<file path="config.mk">
export PLATFORM = sky130hd
export DESIGN_NAME = dtube_scan_ctrl
export DESIGN_NICKNAME = d
export VERILOG_FILES = /design/src/rtl/dtube_scan_ctrl.sv
export SDC_FILE = /design/constraint.sdc
export NUM_CORES = 1
export LEC_CHECK = 0
export CORE_ASPECT_RATIO = 1.5
export CORE_MARGIN = 2
export CORE_UTILIZATION = 57
export CTS_CLUSTER_DIAMETER = 30
export DETAILED_ROUTE_END_ITERATION = 8
export PLACE_DENSITY_LB_ADDON = 0.2
export SYNTH_ARGS = -nofsm -noshare
export SYNTH_HDL_FRONTEND = slang
export SYNTH_SLANG_ARGS = --single-unit
</file>
<file path="constraint.sdc">
create_clock -name sys_clk_i -period 3.3 [get_ports sys_clk_i]
set_input_delay 0.66 -clock sys_clk_i [delete_from_list [all_inputs] [get_ports sys_clk_i]]
set_output_delay 0.66 -clock sys_clk_i [all_outputs]
set_load 0.01 [all_outputs]
</file>
<file path="src/rtl/dtube_scan_ctrl.sv">
// Scan controller for a 4-digit common-anode 7-segment tube.
// Round-robin digit slots with a blank gap at the start of each slot,
// frame-aligned display updates via valid/ready, and per-digit blinking.
//
// state   | meaning
// --------+------------------------------------------------------------
// S_BLANK | leading gap of a slot, all digits off (anti-ghosting)
// S_DRIVE | digit_idx selected, its segment code on the bus
module dtube_scan_ctrl #(
   parameter int DIGIT_CYCLES = 12500,
   parameter int BLANK_CYCLES = 250,
   parameter int BLINK_FRAMES = 250
) (
   input  logic        sys_clk_i,
   input  logic        all_reset,
   input  logic        upd_valid,
   output logic        upd_ready,
   input  logic [15:0] upd_digits,
   input  logic [3:0]  upd_dp,
   input  logic [3:0]  upd_blink,
   output logic [3:0]  dtube_cs_n,
   output logic [7:0]  dtube_data,
   output logic        frame_done
);

   localparam int CW = (DIGIT_CYCLES > 2) ? $clog2(DIGIT_CYCLES) : 1;
   localparam int BW = (BLINK_FRAMES > 1) ? $clog2(BLINK_FRAMES) : 1;
   localparam logic [CW-1:0] BLANK_LOAD = CW'(BLANK_CYCLES - 1);
   localparam logic [CW-1:0] DRIVE_LOAD = CW'(DIGIT_CYCLES - BLANK_CYCLES - 1);
   localparam logic [BW-1:0] BLINK_LOAD = BW'(BLINK_FRAMES - 1);

   typedef enum logic {S_BLANK, S_DRIVE} state_t;

   state_t        state;
   logic [CW-1:0] cnt;
   logic [1:0]    digit_idx;
   logic [15:0]   disp_digits;
   logic [3:0]    disp_dp;
   logic [3:0]    disp_blink;
   logic [15:0]   pend_digits;
   logic [3:0]    pend_dp;
   logic [3:0]    pend_blink;
   logic          blink_phase;
   logic [BW-1:0] blink_cnt;
   logic [7:0]    drive_data;
   logic [3:0]    drive_cs_n;

   // Active-low segment pattern {dp,g,f,e,d,c,b,a} with dp off.
   function automatic logic [7:0] seg_code(input logic [3:0] nib);
      logic [7:0] s;
      case (nib)
         4'h0: s = 8'hC0;
         4'h1: s = 8'hF9;
         4'h2: s = 8'hA4;
         4'h3: s = 8'hB0;
         4'h4: s = 8'h99;
         4'h5: s = 8'h92;
         4'h6: s = 8'h82;
         4'h7: s = 8'hF8;
         4'h8: s = 8'h80;
         4'h9: s = 8'h90;
         4'hA: s = 8'h88;
         4'hB: s = 8'h83;
         4'hC: s = 8'hC6;
         4'hD: s = 8'hA1;
         4'hE: s = 8'h86;
         default: s = 8'h8E;
      endcase
      return s;
   endfunction

   // Bus values for the digit about to be driven; blinking hides dp too.
   always_comb begin
      drive_data = seg_code(disp_digits[{digit_idx, 2'b00} +: 4]);
      if (disp_dp[digit_idx])
         drive_data[7] = 1'b0;
      if (blink_phase && disp_blink[digit_idx])
         drive_data = 8'hFF;
      drive_cs_n = ~(4'b0001 << digit_idx);
   end

   // Scan FSM, handshake, frame-boundary update and blink timing.
   always_ff @(posedge sys_clk_i or negedge all_reset) begin
      if (!all_reset) begin
         state       <= S_BLANK;
         cnt         <= BLANK_LOAD;
         digit_idx   <= 2'd0;
         dtube_cs_n  <= 4'hF;
         dtube_data  <= 8'hFF;
         frame_done  <= 1'b0;
         upd_ready   <= 1'b1;
         disp_digits <= 16'h0000;
         disp_dp     <= 4'h0;
         disp_blink  <= 4'h0;
         pend_digits <= 16'h0000;
         pend_dp     <= 4'h0;
         pend_blink  <= 4'h0;
         blink_phase <= 1'b0;
         blink_cnt   <= BLINK_LOAD;
      end else begin
         frame_done <= 1'b0;

         // upd_ready low doubles as "pending full", so an accept can never
         // coincide with the boundary transfer below.
         if (upd_valid && upd_ready) begin
            pend_digits <= upd_digits;
            pend_dp     <= upd_dp;
            pend_blink  <= upd_blink;
            upd_ready   <= 1'b0;
         end

         case (state)
            S_BLANK: begin
               if (cnt == '0) begin
                  state      <= S_DRIVE;
                  cnt        <= DRIVE_LOAD;
                  dtube_cs_n <= drive_cs_n;
                  dtube_data <= drive_data;
               end else begin
                  cnt <= cnt - 1'b1;
               end
            end
            default: begin
               if (cnt == '0) begin
                  state      <= S_BLANK;
                  cnt        <= BLANK_LOAD;
                  digit_idx  <= digit_idx + 2'd1;
                  dtube_cs_n <= 4'hF;
                  dtube_data <= 8'hFF;
                  if (digit_idx == 2'd3) begin
                     frame_done <= 1'b1;
                     if (blink_cnt == '0) begin
                        blink_cnt   <= BLINK_LOAD;
                        blink_phase <= ~blink_phase;
                     end else begin
                        blink_cnt <= blink_cnt - 1'b1;
                     end
                     if (!upd_ready) begin
                        disp_digits <= pend_digits;
                        disp_dp     <= pend_dp;
                        disp_blink  <= pend_blink;
                        upd_ready   <= 1'b1;
                     end
                  end
               end else begin
                  cnt <= cnt - 1'b1;
               end
            end
         endcase
      end
   end

endmodule
</file>
==> results.rst <==
.. list-table::
   :header-rows: 1

   * - Metric
     - Value
   * - Most repeated cell in the gate-level netlist after synthesis
     - sky130_fd_sc_hd__dfrtp_1
   * - Count of distinct cell types in the synthesized netlist
     - 44
   * - Proportion of power drawn by the clock network
     - 0.374
   * - # fillers
     - 549
   * - Synth Instances
     - 320
   * - Final number of max-transition violations
     - 0
   * - Count of cells along the worst register-to-register path
     - 9
   * - Setup slack on the worst flop-to-flop path
     - 0.60 ns
   * - Initial antenna violation count
     - 0
   * - Cts-stage hold buffer count
     - 0
   * - Switch share
     - 0.212
   * - Height of the die
     - 108 µm
   * - Final Core Density
     - 0.684
   * - Result of the run
     - finished, final reports clean
   * - Total Routing Usage GR
     - 0.198
   * - Cell chosen for the clock root
     - sky130_fd_sc_hd__clkbuf_8
   * - Fraction of synthesis flops using an asynchronous set or reset pin
     - 1.00
   * - Psw
     - 412 µW
   * - Synth cell count leaders
     - 63 x sky130_fd_sc_hd__dfrtp_1, 31 x sky130_fd_sc_hd__mux2_2, 25 x sky130_fd_sc_hd__dfstp_2, 22 x sky130_fd_sc_hd__nand2_1, 22 x sky130_fd_sc_hd__nor2_1
   * - Pin count of the biggest net entering global routing
     - 81
   * - Fin crit period
     - 2.70 ns
   * - Post-Syn Area
     - 4090 µm²
   * - Total number of cells along the worst setup path
     - 9
   * - Clock input transition at the sequential cells of the worst setup and hold paths
     - 0.09 ns
   * - Part of the cycle the worst path needs
     - 0.818
   * - Relative max-transition margin
     - 0.350
   * - # nets final
     - 403
   * - Proportion of synthesized chip area in sequential cells
     - 0.547
   * - VDD IR-drop max
     - 0.300 mV
   * - Largest area contributor in the synthesized netlist
     - sky130_fd_sc_hd__dfrtp_1
   * - Power Density
     - 412 nW/µm²
   * - Number of register bits inferred by synthesis
     - 88
   * - Number of clock sinks
     - 88
   * - Initial drt markers
     - 153
   * - Yosys Warn Count
     - 0
   * - Via-to-Cell Ratio
     - 5.60
   * - Clock tree buffer depth
     - 2
   * - Sum of overflow across all layers after global routing
     - 0
   * - Clk_skew
     - 0.0117 ns
   * - Post-detailed-placement half-perimeter wirelength
     - 4.98 mm
   * - Die Span X
     - 73.1 µm
   * - Arrival time at the worst endpoint
     - 2.93 ns
   * - Worst path top cell family by delay
     - simple AND/OR/NAND/NOR gates
   * - Portion of synthesized cell area occupied by the leading cell type
     - 0.386
   * - Effective utilization at floorplan
     - 0.592
   * - Layout-stage area growth over the synthesis result
     - 15.4%
   * - Fraction of power consumed by combinational cells
     - 0.043
   * - Core Area
     - 6900 µm²
   * - Drt drc
     - 0
   * - Final Wtd Congestion
     - 0.814
   * - Primary flip-flop cell chosen by synthesis mapping
     - sky130_fd_sc_hd__dfrtp_1
   * - Clock latency reported for the late side of the worst-skew pair
     - 0.36 ns
   * - Hold Vio Cnt, Final
     - 0
   * - Max FO, Critical Path
     - 8
   * - Ranking of synthesized cells by area
     - sky130_fd_sc_hd__dfrtp_1 39%, sky130_fd_sc_hd__dfstp_2 16%, sky130_fd_sc_hd__mux2_2 8.5%
   * - Classification of the worst-slack hold path
     - in -> async
   * - CTS tree
     - built
   * - Number of enable flip-flop cells after synthesis
     - 0
   * - Top-level I/O count
     - 41
   * - Cell chain of the critical path
     - nor3_2, nand2_1, or3_1, inv_2, ha_1, and3b_1, nand4b_1, inv_1, a311oi_1
   * - Setup crit end kind
     - flop
   * - Area of the die
     - 7870 µm²
   * - Element type at the critical path start
     - flop
   * - Cell type of the slowest stage on the worst timing path
     - sky130_fd_sc_hd__dfrtp_1
   * - Count of final setup violators
     - 0
   * - Wire length of the first global-routing pass
     - 11.7 mm
   * - Antenna viol nets, final
     - 0
   * - Maximum frequency from static timing analysis
     - 370 MHz
   * - Critical path's largest stage delay
     - 0.43 ns
   * - CTS HTree Levels
     - 3
   * - Total of cells resized after clock tree synthesis
     - 0
   * - First-pass DRT Iterations
     - 4
   * - Number of nets produced by synthesis
     - 362
   * - Leak Pwr
     - 0.00212 µW
   * - Critical Path RT
     - 3.53 ns
   * - RSZ-0062 raised after global routing
     - no
   * - Post-detailed-routing wire length
     - 7.06 mm
   * - Share of cells above drive strength 1
     - 0.287
   * - Average routed wire per standard cell
     - 15.9 µm
   * - Vias in the first global route
     - 2539
   * - Worst Tran Pin Value
     - 0.975 ns
   * - Internal power consumption
     - 1530 µW
   * - Final total negative setup slack
     - 0 ns
   * - Count of inserted antenna diode cells
     - 0
   * - Number of buffers created by CTS
     - 9
   * - Type of the setup path with the least slack
     - reg -> reg
   * - Port buffer count
     - 40
   * - Max_cap viols
     - 0
   * - Sequential share of power
     - 0.583
   * - Number of post-CTS setup repair buffers
     - 0
   * - Overall via count from detail_route
     - 2488
   * - Number of buffer and inverter stages on the critical path
     - 2
   * - Standard-cell row count
     - 37
   * - Post-Syn Area per Cell
     - 12.8 µm²
cells in the final DEF, fill, tap and decap left out, drive strengths merged, types with 2 or more instances in the layout:
cell           netlist  layout
a31oi                7       7
dfrtp               63      63
xnor2                9       9
mux4                 5       5
clkdlybuf4s50        0      39
o21ai                8       8
a21oi               17      17
dfstp               25      25
xor2                 4       4
nand4                2       2
nor3                 6       6
mux2i                3       3
clkinv               0       3
nor2                22      22
nand2               22      22
nor4                 3       3
buf                  9       5
inv                 14      14
or3                  4       4
nand3                7       7
clkbuf               5      12
mux2                50      50
ha                  15      15
and3                 4       4
nand2b               2       2
a311oi               2       2
stage by stage:
stage               instance area, µm²  hold WS [ns]  cells  power [µW]  worst slack (ns)
detailed placement                4530         0.456    428        1240             0.649
global placement                  4530         0.447    428        1230             0.755
CTS                               4720         0.476    444        1960             0.614
global route                      4720         0.489    444        2010             0.370
floorplan                         4090         0.364    320        1180             0.585
finish                            4720         0.468    444        1940             0.600
logic make-up after synthesis:
| logic type | count (synthesis) | share of synthesized area |
|---|---|---|
| flip-flops | 88 | 0.547 |
| AND/OR/NAND/NOR | 77 | 0.0965 |
| multiplexers | 58 | 0.190 |
| AO/OA/AOI/OAI | 41 | 0.0594 |
| buffers and inverters | 28 | 0.0334 |
| adder cells (fa/ha/maj) | 15 | 0.0459 |
| XOR/XNOR | 13 | 0.0279 |
registers in the layout (all words and copies together), names as in the netlist, 2 cells and up:
| signal | cells |
|---|---|
| blink_cnt | 8 |
| cnt | 14 |
| digit_idx | 2 |
| disp_blink | 4 |
| disp_digits | 16 |
| disp_dp | 4 |
| dtube_cs_n | 4 |
| dtube_data | 8 |
| pend_blink | 4 |
| pend_digits | 16 |
| pend_dp | 4 |
power groups by stage:
stage,clock (µW),combinational [µW],sequential [µW]
floorplan,0,30.4,1140
global placement,0,82.6,1150
detailed placement,0,87.0,1150
CTS,738,87.0,1130
global route,781,94.6,1140
finish,727,84.0,1130
final cells by class:
cell class	instances	area, µm²	area share
tap	78	97.6	0.0207
clock inverter	4	43.8	0.00929
sequential	88	2230	0.474
inverter	14	52.6	0.0111
clock buffer	12	145	0.0308
multi-input combinational	204	1720	0.364
timing repair buffer	44	428	0.0907
routing by layer:
metal	vias to the layer above	track usage	part of all wire	wire, µm
li1	1199	-	-	-
met1	1238	0.253	0.44	3090
met2	43	0.327	0.52	3670
met3	8	0.0393	0.025	180
met4	0	0.0794	0.016	115
met5	-	0	0	0
final timing paths:
check,start,end
setup / recovery,cnt[2],blink_cnt[1]
hold reg to reg,cnt[0],cnt[0]
min in group sys_clk_i,cnt[0],cnt[0]
max in group asynchronous,all_reset,dtube_cs_n[1]
hold / removal,all_reset,disp_digits[2]
setup reg to reg,cnt[2],blink_cnt[1]
Note: power is estimated with default switching activity, not from simulation.
